File: config.mk
export PLATFORM = sky130hd
export DESIGN_NAME = div_unit_flat
export DESIGN_NICKNAME = d
export VERILOG_FILES = /design/src/rtl/div_unit_if.sv /design/src/rtl/div_unit.sv /design/src/flat_wrapper.sv
export SDC_FILE = /design/constraint.sdc
export NUM_CORES = 1
export LEC_CHECK = 0
export ABC_AREA = 1
export CORE_MARGIN = 2
export CORE_UTILIZATION = 35
export CTS_CLUSTER_SIZE = 30
export DETAILED_ROUTE_END_ITERATION = 7
export MAX_ROUTING_LAYER = met4
export PLACE_DENSITY_LB_ADDON = 0.2
export SYNTH_ARGS = -nofsm -noshare
export SYNTH_HDL_FRONTEND = slang
export SYNTH_SLANG_ARGS = --single-unit
File: constraint.sdc
create_clock -name clk -period 4.67 [get_ports clk]
set_input_delay 1.401 -clock clk [delete_from_list [all_inputs] [get_ports clk]]
set_output_delay 1.401 -clock clk [all_outputs]
set_load 0.05 [all_outputs]
File: src/rtl/div_unit_if.sv
// Request/result bundle between the control path and div_unit.
// The master issues divisions; the slave (the divider) returns results.
interface div_unit_if #(
  parameter int Width = 32
);
  logic             start;
  logic             op_signed;
  logic [Width-1:0] dividend;
  logic [Width-1:0] divisor;
  logic             busy;
  logic             done;
  logic [Width-1:0] quotient;
  logic [Width-1:0] remainder;

  modport master (
    output start, op_signed, dividend, divisor,
    input  busy, done, quotient, remainder
  );

  modport slave (
    input  start, op_signed, dividend, divisor,
    output busy, done, quotient, remainder
  );
endinterface

File: src/rtl/div_unit.sv
// Restoring shift-subtract divider, one quotient bit per clock.
// Define DIV_SIGNED_EN to honour op_signed (RISC-V DIV/REM semantics).
module div_unit #(
  parameter int Width = 32
) (
  input logic        clk,
  input logic        rst_n,
  div_unit_if.slave  dp
);

  localparam int CntW = $clog2(Width) + 1;
  localparam logic [CntW-1:0]  LastCnt = CntW'(Width - 1);
  localparam logic [CntW-1:0]  CntOne  = {{(CntW-1){1'b0}}, 1'b1};
  localparam logic [Width-1:0] WOne    = {{(Width-1){1'b0}}, 1'b1};

  typedef enum logic [1:0] {
    IDLE = 2'd0,
    CALC = 2'd1,
    DONE = 2'd2
  } state_e;

  state_e           state_q;
  logic             busy_q;
  logic             done_q;
  logic [Width-1:0] quotient_q;
  logic [Width-1:0] remainder_q;
  logic [Width:0]   prem_q;
  logic [Width-1:0] qsh_q;
  logic [Width-1:0] dvd_q;
  logic [Width-1:0] dsr_q;
  logic [CntW-1:0]  cnt_q;

  logic [Width-1:0] opa_s;
  logic [Width-1:0] opb_s;
  logic [Width+1:0] trial_s;
  logic [Width:0]   prem_nx_s;
  logic [Width-1:0] qsh_nx_s;
  logic [Width-1:0] quo_fin_s;
  logic [Width-1:0] rem_fin_s;

  function automatic logic [Width-1:0] negate(input logic [Width-1:0] v);
    return ~v + WOne;
  endfunction

`ifdef DIV_SIGNED_EN
  logic sgn_a_s;
  logic sgn_b_s;
  logic negq_q;
  logic negr_q;
`else
  logic unused_op_signed_s;
  assign unused_op_signed_s = dp.op_signed;
`endif

  // Operand conditioning: magnitudes are divided, signs are restored at the end.
  always_comb begin
    opa_s = dp.dividend;
    opb_s = dp.divisor;
`ifdef DIV_SIGNED_EN
    sgn_a_s = dp.op_signed & dp.dividend[Width-1];
    sgn_b_s = dp.op_signed & dp.divisor[Width-1];
    opa_s   = sgn_a_s ? negate(dp.dividend) : dp.dividend;
    opb_s   = sgn_b_s ? negate(dp.divisor)  : dp.divisor;
`endif
  end

  // One restoring step plus the sign-corrected final values.
  always_comb begin
    trial_s = {prem_q, dvd_q[Width-1]} - {2'b00, dsr_q};
    if (!trial_s[Width+1]) begin
      prem_nx_s = trial_s[Width:0];
      qsh_nx_s  = {qsh_q[Width-2:0], 1'b1};
    end else begin
      prem_nx_s = {prem_q[Width-1:0], dvd_q[Width-1]};
      qsh_nx_s  = {qsh_q[Width-2:0], 1'b0};
    end
    quo_fin_s = qsh_nx_s;
    rem_fin_s = prem_nx_s[Width-1:0];
`ifdef DIV_SIGNED_EN
    quo_fin_s = negq_q ? negate(qsh_nx_s) : qsh_nx_s;
    rem_fin_s = negr_q ? negate(prem_nx_s[Width-1:0]) : prem_nx_s[Width-1:0];
`endif
  end

  // Control FSM with datapath registers and registered outputs.
  always_ff @(posedge clk) begin
    if (!rst_n) begin
      state_q     <= IDLE;
      busy_q      <= 1'b0;
      done_q      <= 1'b0;
      quotient_q  <= '0;
      remainder_q <= '0;
      prem_q      <= '0;
      qsh_q       <= '0;
      dvd_q       <= '0;
      dsr_q       <= '0;
      cnt_q       <= '0;
`ifdef DIV_SIGNED_EN
      negq_q      <= 1'b0;
      negr_q      <= 1'b0;
`endif
    end else begin
      case (state_q)
        IDLE, DONE: begin
          done_q <= 1'b0;
          if (dp.start) begin
            dvd_q  <= opa_s;
            dsr_q  <= opb_s;
            prem_q <= '0;
            qsh_q  <= '0;
            cnt_q  <= '0;
`ifdef DIV_SIGNED_EN
            negq_q <= sgn_a_s ^ sgn_b_s;
            negr_q <= sgn_a_s;
`endif
            // Divide by zero bypasses CALC and reports immediately.
            if (dp.divisor == '0) begin
              state_q     <= DONE;
              busy_q      <= 1'b0;
              done_q      <= 1'b1;
              quotient_q  <= '1;
              remainder_q <= dp.dividend;
            end else begin
              state_q <= CALC;
              busy_q  <= 1'b1;
            end
          end else begin
            state_q <= IDLE;
          end
        end
        CALC: begin
          prem_q <= prem_nx_s;
          qsh_q  <= qsh_nx_s;
          dvd_q  <= {dvd_q[Width-2:0], 1'b0};
          cnt_q  <= cnt_q + CntOne;
          if (cnt_q == LastCnt) begin
            state_q     <= DONE;
            busy_q      <= 1'b0;
            done_q      <= 1'b1;
            quotient_q  <= quo_fin_s;
            remainder_q <= rem_fin_s;
          end else begin
            state_q <= CALC;
          end
        end
        default: begin
          state_q <= IDLE;
          busy_q  <= 1'b0;
          done_q  <= 1'b0;
        end
      endcase
    end
  end

  assign dp.busy      = busy_q;
  assign dp.done      = done_q;
  assign dp.quotient  = quotient_q;
  assign dp.remainder = remainder_q;

endmodule

File: src/flat_wrapper.sv
// flat-port wrapper written by rule: the top's interface ports become plain ports
module div_unit_flat 
#(
  parameter int Width = 32
)
  (clk, rst_n, dp_start, dp_op_signed, dp_dividend, dp_divisor, dp_busy, dp_done, dp_quotient, dp_remainder);
  div_unit_if #(.Width(Width)) dp_i ();
  input logic clk;
  input logic rst_n;
  input wire logic [$bits(dp_i.start)-1:0] dp_start;
  input wire logic [$bits(dp_i.op_signed)-1:0] dp_op_signed;
  input wire logic [$bits(dp_i.dividend)-1:0] dp_dividend;
  input wire logic [$bits(dp_i.divisor)-1:0] dp_divisor;
  output wire logic [$bits(dp_i.busy)-1:0] dp_busy;
  output wire logic [$bits(dp_i.done)-1:0] dp_done;
  output wire logic [$bits(dp_i.quotient)-1:0] dp_quotient;
  output wire logic [$bits(dp_i.remainder)-1:0] dp_remainder;
  assign dp_i.start = dp_start;
  assign dp_i.op_signed = dp_op_signed;
  assign dp_i.dividend = dp_dividend;
  assign dp_i.divisor = dp_divisor;
  assign dp_busy = dp_i.busy;
  assign dp_done = dp_i.done;
  assign dp_quotient = dp_i.quotient;
  assign dp_remainder = dp_i.remainder;
  div_unit #(.Width(Width)) u_core (.clk(clk), .rst_n(rst_n), .dp(dp_i));
endmodule
==> results.md <==
- Sink Count: 202
- CTS HTree Levels: 1
- Worst path cell trace: clkdlybuf4s50_1 > nor4_1 > buf_4 > nand4_1 > nor2_1 > nand2_1 > nand2_4 > buf_12 > nand3_1 > o211ai_1 > inv_1
- Hold buffer count at cts: 0
- Skew-Pair Late Insertion Delay: approximately 0.54 ns
- CTS tree: built
- Register bit count reported by yosys: 202
- Peak VDD IR: ~0.26 mV
- Placed Cells incl. Taps: between 2000 and 2500
- Root Buffer: clkbuf_16
- Avg Inst Size Synth: between 6 and 7 um2
- Clock network power share: 0.312
- Power per Cell Area: 462.8 nW/um2
- Yosys warnings: 0
- Final worst-path cycle share: 0.7262
- WP data required: approximately 5.1 ns
- Setup violators final: 0
- Place WS: 0.7169 ns
- Worst Path Arrival: 3.82 ns
- Wirelength, routed: ~33 mm
- Critical Path Max Stage Delay: approximately 0.44 ns
- Most common library cell in the layout ignoring fill and taps: nand2_1
- FF/Latch Area: ~4000 um2
- Worst reg2reg startpoint: u_core.prem_q[18]
- WL/cell: roughly 15 um
- Post-DRT Antenna Nets: 0
- Vias in the first global route: roughly 10000
- WP buf/inv: 4
- Setup bufs post-CTS: 0
- Die height: ~180 um
- FILL cells: between 3000 and 4000
- Port bufs: about 130
- GR Util All Layers: 0.2025
- Max-slew violations: 0
- Worst Min Path Start: u_core.dsr_q[11]
- Worst Tran Pin Value: 0.8877 ns
- Die Footprint: 33510 um2
- IO Pins: approximately 130
- Starting Density: 0.3556
- Worst setup startpoint: dp_divisor[31]
- Core Util, Final: 0.4326
- Inserted Diodes: 0
- Clk buf depth: 3
- Vias post-DR: ~11000
- Psw: around 2500 uW
- Share of layout cells above drive strength 1: 0.05879
- CP endpoint kind: flop
- Final Hold Viols: 0
- Worst Skew: between 0.01 and 0.015 ns
- Yosys cell types: 40
- Worst setup margin: ~1.3 ns
- HPWL after detailed placement: approximately 24 mm
- Global placer's final weighted congestion: about 0.91
- CP delay by family, top: simple AND/OR/NAND/NOR gates
- DIE WIDTH: ~180 um
- Cts repair resizes: 0
- Worst-path clk slew: ~0.06 ns
- DR vias/cell: 4.844
- Gate power share: 0.372
- Footprint of the multi-input gates: roughly 5600 um2
- MaxCap Viol Count: 0
- Mapped Area: ~11000 um2
- Post-Syn Instances: between 1500 and 2000
- Pleak: 0.007011 uW
- Internal cell power: between 3000 and 4000 uW
- Worst path slowest cell: clkdlybuf4s50_1
- Final Critical Period: roughly 3.4 ns
- Core Footprint: between 30000 and 40000 um2
- Post-synthesis sequential area ratio: 0.3604
- Final hold slack: between 0.4 and 0.5 ns
- Seq pwr share: 0.316
- Setup TNS: 0 ns
- Initial antenna violation count: 0
- Fmax: between 200 and 300 MHz
- # DRC: 0
- Total CTS buffers: 24
- Rows: 65
- First-pass GRT wire length: ~53 mm
- Worst Path Max Fanout: 81
- Largest net degree at the start of global routing: between 100 and 150
- Most frequent cells in the layout: nand2_1 (423), inv_1 (312), dfxtp_1 (202), clkdlybuf4s50_1 (131), nor2_1 (120)
- Status: finished clean
- RSZ-0062 raised after global routing: false
- Iter 0 DRT Violations: 723
- Classification of the worst setup path: in -> reg
- Max-slew headroom: 0.4082
- Type of the tightest min-delay check: reg -> reg
- Layout area overhead: 21.65%
- Non-filler cells, final: around 2200
- Sw frac: 0.3976
- Setup crit start kind: input port
- DR pass1 iterations: 5
- Syn Nets: roughly 1800
- Final nets: about 1900
- Grt ovf: 0
power groups by stage:
| stage | clock network (uW) | registers (uW) | logic, uW |
|---|---|---|---|
| 6_report | 1970 | 2000 | 2350 |
| 5_1_grt | 2090 | 2010 | 2650 |
| 4_1_cts | 2030 | 2000 | 2340 |
| 3_5_place_dp | 0 | 2040 | 2330 |
| 3_3_place_gp | 0 | 2030 | 2320 |
| 2_1_floorplan | 0 | 1990 | 1790 |
worst min-delay path, delay by kind of cell, from the launching register on:
kind	cells	cell delay (ns)
DFF	1	0.29
AOI/OAI and AO/OA	1	0.06
buffers and inverters	1	0.06
flip-flops by register name, indices dropped and copies added (netlist names):
signal	count
u_core.dp.busy	1
u_core.dp.quotient	32
u_core.state_q	2
u_core.dsr_q	32
u_core.dvd_q	32
u_core.prem_q	33
u_core.qsh_q	31
u_core.cnt_q	6
u_core.dp.done	1
u_core.dp.remainder	32
worst paths after layout:
kind,endpoint,slack [ns],cells past startpoint
min reg2reg,u_core.dsr_q[11],0.46,2
min,u_core.dsr_q[11],0.46,2
max,u_core.dp.quotient[0],1.28,11
max reg2reg,u_core.dp.remainder[19],1.85,14
synth_stat cells, drive strengths merged:
master,instances,area share
xor2,15,0.012
nand3b,1,0.00067
nor3,35,0.016
a211oi,1,0.00067
a21oi,94,0.043
nand4,44,0.025
dfxtp,202,0.36
a31oi,31,0.017
nand2,435,0.15
clkinv,2,0.00067
o21bai,1,0.00067
or2,2,0.0011
buf,30,0.016
clkbuf,53,0.018
nand3,135,0.071
ha,33,0.037
nor4,8,0.0045
a21o,1,0.00067
and2,2,0.0011
o211ai,32,0.021
o21a,2,0.0013
nor2,127,0.044
fa,1,0.0018
a221oi,2,0.0016
o21ai,107,0.048
inv,319,0.11
per-layer routing:
layer,up-vias,global-route usage,part of all wire
met3,41,0.03356,0.054
met4,0,0.05120,0.023
met2,243,0.3420,0.47
met1,4841,0.2520,0.45
met5,-,-,0
li1,5638,-,-
cell type report:
cell class | instances | share of cell area
timing repair buffer | 145 | 0.1065
multi-input combinational | 1109 | 0.4107
clock inverter | 11 | 0.01091
clock buffer | 32 | 0.05059
tap | 402 | 0.03684
inverter | 321 | 0.08826
sequential | 202 | 0.2962
cells by family (layout without fill, tap and decap cells):
group / count (synthesis) / after routing / synth area share
buffers and inverters: 404 / 509 / 0.1414
AOI/OAI and AO/OA: 271 / 271 / 0.1346
xor gates and xnor gates: 15 / 15 / 0.01171
DFF: 202 / 202 / 0.3604
adders and majority gates: 34 / 34 / 0.03858
and+or+nand+nor: 789 / 789 / 0.3134
stage by stage:
| stage | power [uW] | cell area [um2] |
|---|---|---|
| after floorplan | 3784 | 11220 |
| after global placement | 4354 | 12810 |
| after detailed placement | 4366 | 12810 |
| after CTS | 6368 | 13650 |
| after global routing | 6759 | 13650 |
| final | 6318 | 13650 |
Note: power is estimated with default switching activity, not from simulation.
